$ cat config.mk
export PLATFORM = sky130hd
export DESIGN_NAME = muldiv_sched_flat
export DESIGN_NICKNAME = d
export VERILOG_FILES = /design/src/rtl/mips_pkg.sv /design/src/rtl/muldiv_sched_if.sv /design/src/rtl/sat_counter.sv /design/src/rtl/muldiv_sched.sv /design/src/flat_wrapper.sv
export SDC_FILE = /design/constraint.sdc
export NUM_CORES = 1
export LEC_CHECK = 0
export ABC_AREA = 1
export BUFFER_PORTS_ARGS = -buffer_cell sky130_fd_sc_hd__buf_4
export CORE_MARGIN = 5
export CORE_UTILIZATION = 45
export DETAILED_ROUTE_END_ITERATION = 8
export PLACE_DENSITY = 0.77
export SYNTH_ARGS = -nofsm -noshare
export SYNTH_HDL_FRONTEND = slang
export SYNTH_HIERARCHICAL = 1
export SYNTH_SLANG_ARGS = --single-unit
$ cat constraint.sdc
create_clock -name clk -period 1.5 [get_ports clk]
set_clock_uncertainty 0.1 [all_clocks]
set_input_delay 0.225 -clock clk [delete_from_list [all_inputs] [get_ports clk]]
set_output_delay 0.225 -clock clk [all_outputs]
set_load 0.02 [all_outputs]
$ cat src/rtl/mips_pkg.sv
// Shared MIPS decode constants and the divide-sequencer state encoding.
// Latency: n/a (constants and types only).
// Backpressure: n/a.
package mips_pkg;

  // R-type function codes seen by the Divider and HiLo path.
  localparam logic [5:0] FUNCT_DIV  = 6'd26;
  localparam logic [5:0] FUNCT_DIVU = 6'd27;
  localparam logic [5:0] FUNCT_MFHI = 6'd16;
  localparam logic [5:0] FUNCT_MFLO = 6'd18;

  // Divide sequencer states.
  typedef enum logic [1:0] {
    ST_IDLE = 2'd0,
    ST_RUN  = 2'd1,
    ST_DONE = 2'd2
  } state_t;

  // Function code for a divide of the given signedness.
  function automatic logic [5:0] div_funct(input logic is_signed);
    return is_signed ? FUNCT_DIV : FUNCT_DIVU;
  endfunction

endpackage

$ cat src/rtl/muldiv_sched_if.sv
// EX-stage <-> divide sequencer bundle: EX decode/operand info in, control out.
// Latency: n/a (wires only).
// Backpressure: stall/bubble travel back to the pipeline through this bundle.
//   master (pipeline) drives ex_valid, ex_is_div, ex_signed, ex_is_hilo_rd,
//                     ex_divisor, flush
//   slave (sequencer) drives div_op, div_busy, hilo_we, stall, bubble,
//                     div_zero, stall_cnt
interface muldiv_sched_if #(
  parameter int CNT_W = 16
);

  logic             ex_valid;
  logic             ex_is_div;
  logic             ex_signed;
  logic             ex_is_hilo_rd;
  logic [31:0]      ex_divisor;
  logic             flush;

  logic [5:0]       div_op;
  logic             div_busy;
  logic             hilo_we;
  logic             stall;
  logic             bubble;
  logic             div_zero;
  logic [CNT_W-1:0] stall_cnt;

  modport master (
    output ex_valid, ex_is_div, ex_signed, ex_is_hilo_rd, ex_divisor, flush,
    input  div_op, div_busy, hilo_we, stall, bubble, div_zero, stall_cnt
  );

  modport slave (
    input  ex_valid, ex_is_div, ex_signed, ex_is_hilo_rd, ex_divisor, flush,
    output div_op, div_busy, hilo_we, stall, bubble, div_zero, stall_cnt
  );

endinterface

$ cat src/rtl/sat_counter.sv
// Saturating up-counter: +1 per cycle with inc=1, holds at all-ones.
// Latency: count visible the cycle after inc.
// Backpressure: none; inc while saturated is dropped.
//   clk, rst (async active-low clear), inc in; cnt[W-1:0] out
module sat_counter #(
  parameter int W = 16
) (
  input  logic         clk,
  input  logic         rst,
  input  logic         inc,
  output logic [W-1:0] cnt
);

  localparam logic [W-1:0] CNT_MAX = {W{1'b1}};

  always_ff @(posedge clk or negedge rst) begin
    if (!rst) begin
      cnt <= '0;
    end else if (inc && (cnt != CNT_MAX)) begin
      cnt <= cnt + W'(1);
    end
  end

endmodule

$ cat src/rtl/muldiv_sched.sv
// EX-stage sequencer for the multi-cycle Divider and HiLo write.
// Latency: DIV in EX at T -> Divider runs T+1..T+DIV_CYCLES, hilo_we at T+DIV_CYCLES+1.
// Backpressure: stalls front end + bubbles EX/MEM while an EX op needs the busy unit.
//   clk, rst (async active-low) plain ports; all EX info and control outputs
//   travel on bus (muldiv_sched_if.slave).
module muldiv_sched #(
  parameter int DIV_CYCLES = 32,  // legal 2..63 (6-bit down-counter)
  parameter int CNT_W      = 16
) (
  input  logic          clk,
  input  logic          rst,
  muldiv_sched_if.slave bus
);

  import mips_pkg::*;

  localparam logic [5:0] CNT_INIT = 6'(DIV_CYCLES);

  state_t     state;
  state_t     state_nxt;
  logic [5:0] cnt;
  logic       sign_q;
  logic       div_zero_q;
  logic       go;
  logic       stall_c;
  logic [5:0] div_op_c;
  logic       busy_c;
  logic       we_c;

  // A killed (flushed) EX instruction must neither start a divide nor stall.
  assign go = bus.ex_valid & bus.ex_is_div & ~bus.flush & (state == ST_IDLE);

  // DONE still counts as busy: HiLo only updates at the end of that cycle, so a
  // reader in EX during DONE must wait one more cycle.
  assign stall_c = bus.ex_valid & ~bus.flush & (state != ST_IDLE) &
                   (bus.ex_is_hilo_rd | bus.ex_is_div);

  always_ff @(posedge clk or negedge rst) begin
    if (!rst) begin
      state <= ST_IDLE;
    end else begin
      state <= state_nxt;
    end
  end

  always_comb begin
    state_nxt = state;
    div_op_c  = 6'd0;
    busy_c    = 1'b0;
    we_c      = 1'b0;
    unique case (state)
      ST_IDLE: begin
        if (go) state_nxt = ST_RUN;
      end
      ST_RUN: begin
        div_op_c = div_funct(sign_q);
        busy_c   = 1'b1;
        if (cnt == 6'd1) state_nxt = ST_DONE;
      end
      ST_DONE: begin
        div_op_c  = div_funct(sign_q);
        busy_c    = 1'b1;
        we_c      = 1'b1;
        state_nxt = ST_IDLE;
      end
      default: begin
        state_nxt = ST_IDLE;
      end
    endcase
  end

  // Latency counter: loaded on start, counts RUN cycles down to 1.
  // A flush never touches it; the running divide belongs to an older instruction.
  always_ff @(posedge clk or negedge rst) begin
    if (!rst) begin
      cnt <= 6'd0;
    end else if (go) begin
      cnt <= CNT_INIT;
    end else if (state == ST_RUN) begin
      cnt <= cnt - 6'd1;
    end
  end

  // Sign and divide-by-zero flag are captured with the start and held
  // until the next start.
  always_ff @(posedge clk or negedge rst) begin
    if (!rst) begin
      sign_q     <= 1'b0;
      div_zero_q <= 1'b0;
    end else if (go) begin
      sign_q     <= bus.ex_signed;
      div_zero_q <= (bus.ex_divisor == 32'd0);
    end
  end

  sat_counter #(
    .W(CNT_W)
  ) u_stall_cnt (
    .clk (clk),
    .rst (rst),
    .inc (stall_c),
    .cnt (bus.stall_cnt)
  );

  assign bus.div_op   = div_op_c;
  assign bus.div_busy = busy_c;
  assign bus.hilo_we  = we_c;
  assign bus.stall    = stall_c;
  assign bus.bubble   = stall_c;
  assign bus.div_zero = div_zero_q;

  // Sanity properties: the counter is never zero while running, and the
  // HiLo strobe is a single-cycle pulse.
  a_cnt_live : assert property (@(posedge clk) disable iff (!rst)
    (state == ST_RUN) |-> (cnt != 6'd0));
  a_we_pulse : assert property (@(posedge clk) disable iff (!rst)
    we_c |=> !we_c);

endmodule

$ cat src/flat_wrapper.sv
// flat-port wrapper written by rule: the top's interface ports become plain ports
module muldiv_sched_flat import mips_pkg::*;
#(
  parameter int DIV_CYCLES = 32,                                     
  parameter int CNT_W      = 16
)
  (clk, rst, bus_ex_valid, bus_ex_is_div, bus_ex_signed, bus_ex_is_hilo_rd, bus_ex_divisor, bus_flush, bus_div_op, bus_div_busy, bus_hilo_we, bus_stall, bus_bubble, bus_div_zero, bus_stall_cnt);
  muldiv_sched_if #(.CNT_W(CNT_W)) bus_i ();
  input  logic clk;
  input  logic rst;
  input wire logic [$bits(bus_i.ex_valid)-1:0] bus_ex_valid;
  input wire logic [$bits(bus_i.ex_is_div)-1:0] bus_ex_is_div;
  input wire logic [$bits(bus_i.ex_signed)-1:0] bus_ex_signed;
  input wire logic [$bits(bus_i.ex_is_hilo_rd)-1:0] bus_ex_is_hilo_rd;
  input wire logic [$bits(bus_i.ex_divisor)-1:0] bus_ex_divisor;
  input wire logic [$bits(bus_i.flush)-1:0] bus_flush;
  output wire logic [$bits(bus_i.div_op)-1:0] bus_div_op;
  output wire logic [$bits(bus_i.div_busy)-1:0] bus_div_busy;
  output wire logic [$bits(bus_i.hilo_we)-1:0] bus_hilo_we;
  output wire logic [$bits(bus_i.stall)-1:0] bus_stall;
  output wire logic [$bits(bus_i.bubble)-1:0] bus_bubble;
  output wire logic [$bits(bus_i.div_zero)-1:0] bus_div_zero;
  output wire logic [$bits(bus_i.stall_cnt)-1:0] bus_stall_cnt;
  assign bus_i.ex_valid = bus_ex_valid;
  assign bus_i.ex_is_div = bus_ex_is_div;
  assign bus_i.ex_signed = bus_ex_signed;
  assign bus_i.ex_is_hilo_rd = bus_ex_is_hilo_rd;
  assign bus_i.ex_divisor = bus_ex_divisor;
  assign bus_i.flush = bus_flush;
  assign bus_div_op = bus_i.div_op;
  assign bus_div_busy = bus_i.div_busy;
  assign bus_hilo_we = bus_i.hilo_we;
  assign bus_stall = bus_i.stall;
  assign bus_bubble = bus_i.bubble;
  assign bus_div_zero = bus_i.div_zero;
  assign bus_stall_cnt = bus_i.stall_cnt;
  muldiv_sched #(.DIV_CYCLES(DIV_CYCLES), .CNT_W(CNT_W)) u_core (.clk(clk), .rst(rst), .bus(bus_i));
endmodule
==> results of run 1 <==
[final timing paths]
check,startpoint,to,slack [ns],cells past startpoint
worst max-delay path,u_core/state[0]$_DFFE_PN0P_,bus_stall,-0.09,5
worst min-delay path,bus_ex_signed,u_core/sign_q$_DFFE_PN0P_,0.04,3
worst max register to register,u_core/state[0]$_DFFE_PN0P_,u_core/u_stall_cnt/cnt[15]$_DFFE_PN0P_,-0.07,11
worst min register to register,u_core/cnt[5]$_DFFE_PN0P_,u_core/cnt[5]$_DFFE_PN0P_,0.41,2
max in group asynchronous,rst,u_core/u_stall_cnt/cnt[1]$_DFFE_PN0P_,0.74,2
min in group asynchronous,rst,u_core/u_stall_cnt/cnt[6]$_DFFE_PN0P_,0.28,2
[state kept, by name (all words and copies together) (netlist names)]
signal and flops:
u_core/u_stall_cnt/cnt 16, u_core/sign_q 1, u_core/bus.div_zero 1, u_core/state 2
u_core/cnt 6
[cell usage in the layout (no fill, tap or decap), drive strengths merged]
| master | count |
|---|---|
| nand3 | 14 |
| o21bai | 1 |
| buf | 97 |
| nand4 | 8 |
| nor2 | 48 |
| conb | 2 |
| bufinv | 1 |
| a21oi | 3 |
| or2 | 1 |
| xnor2 | 5 |
| xor2 | 1 |
| dfrtp | 26 |
| dlygate4sd3 | 1 |
| ha | 6 |
| inv | 30 |
| nand2 | 96 |
| clkbuf | 3 |
| o21ai | 13 |
[critical path, cell delays in order, from the launching register on]
cell and delay [ns]:
dfrtp_1 0.38, inv_2 0.06, ha_4 0.17, a21oi_4 0.14
buf_6 0.13, buf_6 0.11
[power by group through the flow]
stage | clock network [mW] | logic [mW] | registers, mW
after global routing | 0.626 | 2.03 | 1.06
after CTS | 0.598 | 1.65 | 1.03
final | 0.593 | 1.82 | 1.04
after detailed placement | 0 | 1.54 | 1.04
after floorplan | 0 | 0.841 | 1.16
after global placement | 0 | 1.50 | 1.04
[final cells by class]
cell class | instances | area (um2)
fill | 313 | 1160
multi-input combinational | 198 | 1070
timing repair buffer | 98 | 812
sequential | 26 | 656
inverter | 30 | 115
tap | 50 | 62.6
clock buffer | 3 | 41.3
clock inverter | 1 | 30.0
[cell usage after synthesis]
| master | n | area [um2] |
|---|---|---|
| nand3_2 | 1 | 10.0 |
| conb_1 | 1 | 3.75 |
| dfrtp_1 | 26 | 651 |
| nor2_4 | 4 | 45.0 |
| nand3_1 | 13 | 65.1 |
| nand4_4 | 1 | 21.3 |
| ha_1 | 6 | 75.1 |
| nor2_1 | 40 | 150 |
| o21bai_1 | 1 | 7.51 |
| nor2_2 | 4 | 25.0 |
| buf_4 | 6 | 45.0 |
| a21oi_1 | 2 | 10.0 |
| o21ai_2 | 2 | 17.5 |
| inv_2 | 2 | 7.51 |
| or2_0 | 1 | 6.26 |
| xor2_1 | 1 | 8.76 |
| nand2_2 | 4 | 25.0 |
| nand2_1 | 92 | 345 |
| nand4_1 | 7 | 43.8 |
| a21oi_2 | 1 | 8.76 |
| inv_1 | 28 | 105 |
| o21ai_0 | 11 | 55.1 |
| buf_6 | 2 | 22.5 |
| xnor2_1 | 5 | 43.8 |
[layer usage]
| metal | vias to the layer above | share of wire, % | track usage, % | wire, um |
|---|---|---|---|---|
| met5 | - | 0 | 0 | 0 |
| met4 | 0 | 0.92 | 5.33 | 46 |
| met3 | 6 | 3.5 | 2.34 | 174 |
| met2 | 39 | 53 | 34.3 | 2640 |
| met1 | 900 | 43 | 25.5 | 2140 |
| li1 | 992 | - | - | - |
[through the flow]
step	hold slack [ns]	setup WS, ns
2_1_floorplan	-0.171	-0.0586
3_3_place_gp	0.0569	0.0198
3_5_place_dp	0.0564	-0.0303
4_1_cts	0.0428	-0.0823
5_1_grt	0.0629	-0.192
6_report	0.0449	-0.0949
[timing repair]
item,4_1_cts,5_1_grt
buffers inserted,4,10
endpoints found under the hold margin,26,0
setup endpoints to repair,21,30
resized for setup,14,23
hold buffers,1,0
pin swaps,2,9
[cells by family after synthesis]
logic type | count (synthesis) | synth area share, %
DFF | 26 | 36.2
xor gates and xnor gates | 6 | 2.92
other | 1 | 0.209
and+or+nand+nor | 167 | 41.0
AOI/OAI and AO/OA | 17 | 5.50
adders and majority gates | 6 | 4.18
buffers and inverters | 38 | 10.0
==> results.yml, run 1 <==
status:
  outcome: "finished, violations left"
  failed_checks: "negative setup slack"
sta:
  maxClockFrequency_ghz: 0.627
  hold_viol_final: 0
  setup_tns_ns: -0.614
  rsz0062_at_grt: "yes"
  final.setup.worst_slack_ns: -0.0949
  setup_viol: 12
  period_minus_slack_ns: 1.59
  maxSlewViolCount: 0
  fin_crit_sh_pct: 106
worst_setup_path:
  required_ns: 1.17
  critPathCaptureType: "primary output"
  criticalPathCategory: "register to primary output"
  cp-start-kind: "register"
  crit_arrival_ns: 1.27
  crit_fanout: 3
drt:
  via_per_inst: 4.77
  drtIter0Drc: 61
  route.detailed.drc: 0
  num_vias: 1937
  wl_per_cell_um: 12.3
  dr.pass1.iters: 4
  antenna_left: 0
  totalWireLength_mm: 4.99
final_layout:
  fin_nets: 402
  fin_area_um2: 2780
  finalCoreUtilization_pct: 70.6
  drive_above_1_share_pct: 39.9
  area.growth.synth_to_final_pct: 54.8
  stdcell_count: 406
  diodes: 0
run:
  maxCapViolCount: 0
power_and_ir_drop:
  combPwrFrac_pct: 52.8
  p_per_area_nw_per_um2: 1240
  ir_drop_mv: 0.720
  p_seq_share_pct: 30.0
  clkPwrFrac_pct: 17.2
  power_leakage_nw: 1.40
  switching_share_pct: 38.8
  p_sw_mw: 1.34
  internal_power_mw: 2.12
  power.total_mw: 3.46
clocking:
  cts_buffer_depth: 2
  htreeDepth: 1
  cts_buffers: 3
  cts_tree: "built"
  clk_pin_slew_ns: 0.09
  insertion_delay_ns: 0.27
  clock-sinks: 26
  clockRootBuffer: "clkbuf_8"
synth:
  ys_seq_area_share_pct: 36.2
  ys_types: 24
  syn-cell-area_um2: 1800
  ys_seq_elements: 26
  syn_area_per_cell_um2: 6.89
  synthCells: 261
  yosys_warnings: 6
placed_design:
  dp.cells: 387
  place_area_um2: 2460
  globalplace.congestion: 0.823
  dp_hpwl_mm: 3.66
  port_buffers: 63
die:
  pin_count: 66
  die_w_um: 73.2
  die_h_um: 73.2
  die-area_um2: 5360
  start_util_pct: 45.6
  num_rows: 23
  core_area_um2: 3940
global_routing:
  grt_pass1_wl_mm: 8.37
  antenna_found_initial: 0
  gr-total-overflow: 0
  grt_max_degree: 27
  grt_pass1_vias: 1942
  gr-usage-all-layers_pct: 19.6
hold_path:
  min_path_type: "input pin to register"
Power figures use the tool's default switching activity.
==> run 2, diff against run 1 <==
Settings changed: SKIP_LAST_GASP set to 1.
==> results.yml, run 2 (same netlist as run 1, synthesis figures left out) <==
hold_path:
  min_path_type: "input pin to register"
  min-delay-start: "bus_ex_signed"
  holdPathStages: 3
  min_to: "u_core/sign_q$_DFFE_PN0P_"
clocking:
  clock-sinks: 26
  htreeDepth: 1
  insertion_delay_ns: 0.27
  cts_buffer_depth: 2
  cts_tree: "built"
  clockRootBuffer: "clkbuf_8"
  cts_buffers: 3
  clk_pin_slew_ns: 0.09
global_routing:
  use_met2_pct: 34.3
  gr-usage-met1_pct: 25.4
  grt_pass1_wl_mm: 8.36
  use_met3_pct: 2.34
  antenna_found_initial: 0
  grt_pass1_vias: 1938
  busiest_layer: "met2"
  gr-usage-all-layers_pct: 19.6
  grt_max_degree: 27
  gr-total-overflow: 0
placed_design:
  globalplace.congestion: 0.823
  dp_hpwl_mm: 3.66
  place_area_um2: 2460
  port_buffers: 63
worst_setup_path:
  reg2reg_to: "u_core/u_stall_cnt/cnt[15]$_DFFE_PN0P_"
  r2r_cells: 11
  critPathCaptureType: "primary output"
  cp-start-kind: "register"
  rr_startpoint: "u_core/state[0]$_DFFE_PN0P_"
  r2r_setup_slack_ns: -0.07
  crit_fanout: 3
  criticalPathCategory: "register to primary output"
  crit_arrival_ns: 1.28
  required_ns: 1.17
sta:
  maxClockFrequency_ghz: 0.622
  rsz0062_at_grt: "yes"
  final.setup.worst_slack_ns: -0.109
  hold_viol_final: 0
  setup_tns_ns: -0.634
  maxSlewViolCount: 0
  fin_crit_sh_pct: 107
  holdWs_ns: 0.0449
  period_minus_slack_ns: 1.61
  setup_viol: 12
die:
  die_w_um: 73.2
  core_area_um2: 3940
  die-area_um2: 5360
  die_h_um: 73.2
  start_util_pct: 45.6
  num_rows: 23
  pin_count: 66
drt:
  drtIter0Drc: 61
  route.detailed.drc: 0
  wl_per_cell_um: 12.3
  antenna_left: 0
  dr.pass1.iters: 4
  via_per_inst: 4.77
  totalWireLength_mm: 4.99
  num_vias: 1938
power_and_ir_drop:
  ir_drop_mv: 0.720
  p_per_area_nw_per_um2: 1240
  power_leakage_nw: 1.40
final_layout:
  fin_nets: 402
  reg_top3: "u_core/u_stall_cnt/cnt (16), u_core/cnt (6), u_core/state (2)"
  largest_reg_flops: 16
  multi_input_area_um2: 1070
  seq_area_um2: 656
  fill_cells: 313
  final_cell_mix: "nand2_1, buf_4, nor2_1, inv_1, dfrtp_1"
  area.growth.synth_to_final_pct: 54.8
  diodes: 0
  regMostFlops: "u_core/u_stall_cnt/cnt"
  fin_area_um2: 2780
  final_common_cell: "nand2_1"
  drive_above_1_share_pct: 39.9
run:
  maxCapViolCount: 0
status:
  failed_checks: "negative setup slack"
  outcome: "finished, violations left"
run 2: cell counts in the layout (fill, tap and decap cells not counted):
No cell type changed its count.
run 2: worst max-delay path, cell delays in order (launching register included):
cell	delay, ns
dfrtp_1	0.38
inv_2	0.06
ha_4	0.28
inv_2	0.04
nor2_2	0.12
buf_6	0.13
run 2: layout make-up:
cell class	instances	area share [%]
multi-input combinational	198	38.3
timing repair buffer	98	29.2
sequential	26	23.6
inverter	30	4.14
tap	50	2.25
clock buffer	3	1.48
clock inverter	1	1.08
run 2: where the power goes:
part           leakage (nW)  total (mW)  switching, mW  internal (mW)
logic                  1.04        1.83          0.949          0.877
registers             0.327        1.04          0.156          0.883
clock network        0.0357       0.593          0.236          0.357
run 2: layer usage:
metal | vias up | wire [um]
li1 | 992 | -
met1 | 901 | 2130
met2 | 39 | 2640
met3 | 6 | 174
met4 | 0 | 46
met5 | - | 0
run 2: worst max path at each step:
stage / start / end / slack [ns] / cells after the start
after floorplan: u_core/state[1]$_DFFE_PN0P_ / u_core/u_stall_cnt/cnt[15]$_DFFE_PN0P_ / -0.06 / 10
after global placement: u_core/state[0]$_DFFE_PN0P_ / u_core/bus.div_zero$_DFFE_PN0P_ / 0.02 / 6
after detailed placement: u_core/u_stall_cnt/cnt[1]$_DFFE_PN0P_ / u_core/u_stall_cnt/cnt[2]$_DFFE_PN0P_ / -0.03 / 6
after CTS: u_core/state[0]$_DFFE_PN0P_ / bus_div_op[0] / -0.09 / 5
after global routing: u_core/state[1]$_DFFE_PN0P_ / u_core/u_stall_cnt/cnt[15]$_DFFE_PN0P_ / -0.19 / 12
final: u_core/state[0]$_DFFE_PN0P_ / bus_div_op[0] / -0.11 / 5
run 2: per-stage QoR:
stage,util (%),total power [mW],cells,worst slack (ns)
finish,70.6,3.46,406,-0.109
global route,70.6,3.71,406,-0.192
CTS,66.3,3.26,396,-0.0877
detailed placement,62.5,2.58,387,-0.0303
global placement,62.5,2.54,387,0.0198
floorplan,-,2.00,262,-0.0586
run 2: repair_timing:
| action | in CTS | in global routing |
|---|---|---|
| hold buffers | 1 | 0 |
| resized for setup | 11 | 26 |
| hold endpoints to repair | 26 | 0 |
| setup buffers | 4 | 10 |
| pin swaps | 2 | 10 |
| endpoints found under the setup margin | 21 | 30 |
==> run 3, diff against run 2 <==
Settings changed: PLACE_DENSITY 0.77 to 0.85.
==> results.yml, run 3 (same netlist as run 1, synthesis figures left out) <==
status:
  outcome: "finished, violations left"
  failed_checks: "negative setup slack"
die:
  die_h_um: 73.2
  start_util_pct: 45.6
  die-area_um2: 5360
  core_area_um2: 3940
  num_rows: 23
  die_w_um: 73.2
  pin_count: 66
clocking:
  htreeDepth: 1
  clockRootBuffer: "clkbuf_8"
  insertion_delay_ns: 0.27
  cts_tree: "built"
  clk_pin_slew_ns: 0.09
  cts_buffer_depth: 2
  cts_buffers: 3
  clock-sinks: 26
global_routing:
  gr-total-overflow: 0
  gr-usage-all-layers_pct: 18.6
  grt_pass1_wl_mm: 8.07
  grt_pass1_vias: 1912
  antenna_found_initial: 0
  grt_max_degree: 27
final_layout:
  drive_above_1_share_pct: 43.6
  diodes: 0
  finalCoreUtilization_pct: 71.9
  final_cell_mix: "buf_4, nand2_1, nor2_1, inv_1, dfrtp_1"
  fin_nets: 404
  largest_reg_flops: 16
  regMostFlops: "u_core/u_stall_cnt/cnt"
  final_common_cell: "buf_4"
  stdcell_count: 408
  area.growth.synth_to_final_pct: 57.8
  reg_top3: "u_core/u_stall_cnt/cnt (16), u_core/cnt (6), u_core/state (2)"
sta:
  hold_viol_final: 0
  final.setup.worst_slack_ns: -0.0938
  maxSlewViolCount: 0
  maxClockFrequency_ghz: 0.627
  fin_crit_sh_pct: 106
  rsz0062_at_grt: "yes"
  period_minus_slack_ns: 1.59
  setup_viol: 24
worst_setup_path:
  critPathTopFamily: "flip-flops"
  critPathSlowestCell: "dfrtp_1"
  crit_arrival_ns: 1.27
  criticalPathCategory: "register to primary output"
  cp-start-kind: "register"
  critPathCaptureType: "primary output"
  slowest_delay_ns: 0.38
  cp_num_buf_inv: 3
  crit_fanout: 3
  required_ns: 1.17
  crit_top_cell: "buf_6"
  worstPathCellList: "inv_2 > ha_4 > a21oi_4 > buf_6 > buf_6"
drt:
  totalWireLength_mm: 5.42
  via_per_inst: 4.89
  num_vias: 1997
  antenna_left: 0
  wl_per_cell_um: 13.3
  dr.pass1.iters: 4
  route.detailed.drc: 0
  drtIter0Drc: 151
placed_design:
  dp_hpwl_mm: 3.56
  place_ws_ns: 0.0310
  dp.cells: 386
  port_buffers: 63
  globalplace.congestion: 0.841
power_and_ir_drop:
  clkPwrFrac_pct: 12.0
  p_seq_share_pct: 30.4
  switching_share_pct: 41.5
  power_leakage_nw: 1.49
  p_per_area_nw_per_um2: 1210
  ir_drop_mv: 0.812
  p_sw_mw: 1.42
  internal_power_mw: 2.00
  power.total_mw: 3.42
  combPwrFrac_pct: 57.6
hold_path:
  min_path_type: "input pin to register"
run:
  maxCapViolCount: 0
run 3: repair_timing:
item	in CTS	in global routing
hold endpoints to repair	26	0
setup endpoints to repair	7	27
gates resized for setup	13	47
hold buffers	1	0
pin swaps	2	17
buffers inserted	5	11
gates cloned	0	1
run 3: final timing paths:
check,startpoint,endpoint,slack (ns),depth (start not counted)
hold / removal,bus_ex_signed,u_core/sign_q$_DFFE_PN0P_,0.08,3
hold reg to reg,u_core/cnt[5]$_DFFE_PN0P_,u_core/cnt[5]$_DFFE_PN0P_,0.40,2
setup reg to reg,u_core/state[1]$_DFFE_PN0P_,u_core/u_stall_cnt/cnt[14]$_DFFE_PN0P_,-0.09,9
setup / recovery,u_core/state[1]$_DFFE_PN0P_,bus_bubble,-0.09,5
max in group asynchronous,rst,u_core/u_stall_cnt/cnt[5]$_DFFE_PN0P_,0.74,2
min in group asynchronous,rst,u_core/u_stall_cnt/cnt[10]$_DFFE_PN0P_,0.29,2
run 3: area by class of cell:
| cell class | instances | area (um2) |
|---|---|---|
| Inverter | 30 | 118 |
| Clock buffer | 4 | 45.0 |
| Multi-Input combinational cell | 198 | 1120 |
| Timing Repair Buffer | 100 | 832 |
| Sequential cell | 26 | 656 |
| Tap cell | 50 | 62.6 |
| Fill cell | 284 | 1110 |
run 3: power groups by stage:
stage	clock (mW)	combinational (mW)	sequential [mW]
final	0.410	1.97	1.04
after CTS	0.421	1.69	1.03
after global placement	0	1.47	1.03
after detailed placement	0	1.52	1.04
after floorplan	0	0.841	1.16
after global routing	0.441	2.15	1.07
run 3: tightest hold or removal path, stage by stage:
cell,delay [ns]
buf_4,0.08
nand2_1,0.05
nand2_1,0.06
run 3: layer usage:
layer  global-route usage (%)  share of wire, %  vias up
met5                        0                 0        -
met4                     3.07              0.98        0
met3                     3.31               6.5        8
met2                     33.3                54       73
met1                     23.6                39      923
li1                         -                 -      993
run 3: stage by stage:
step / hold slack (ns) / cell area (um2) / TNS, ns
3_3_place_gp: 0.0538 / 2450 / 0
3_5_place_dp: 0.0544 / 2450 / 0
4_1_cts: 0.0423 / 2590 / -0.417
5_1_grt: 0.0813 / 2840 / -2.59
2_1_floorplan: -0.171 / 1830 / -0.0586
6_report: 0.0817 / 2840 / -0.782
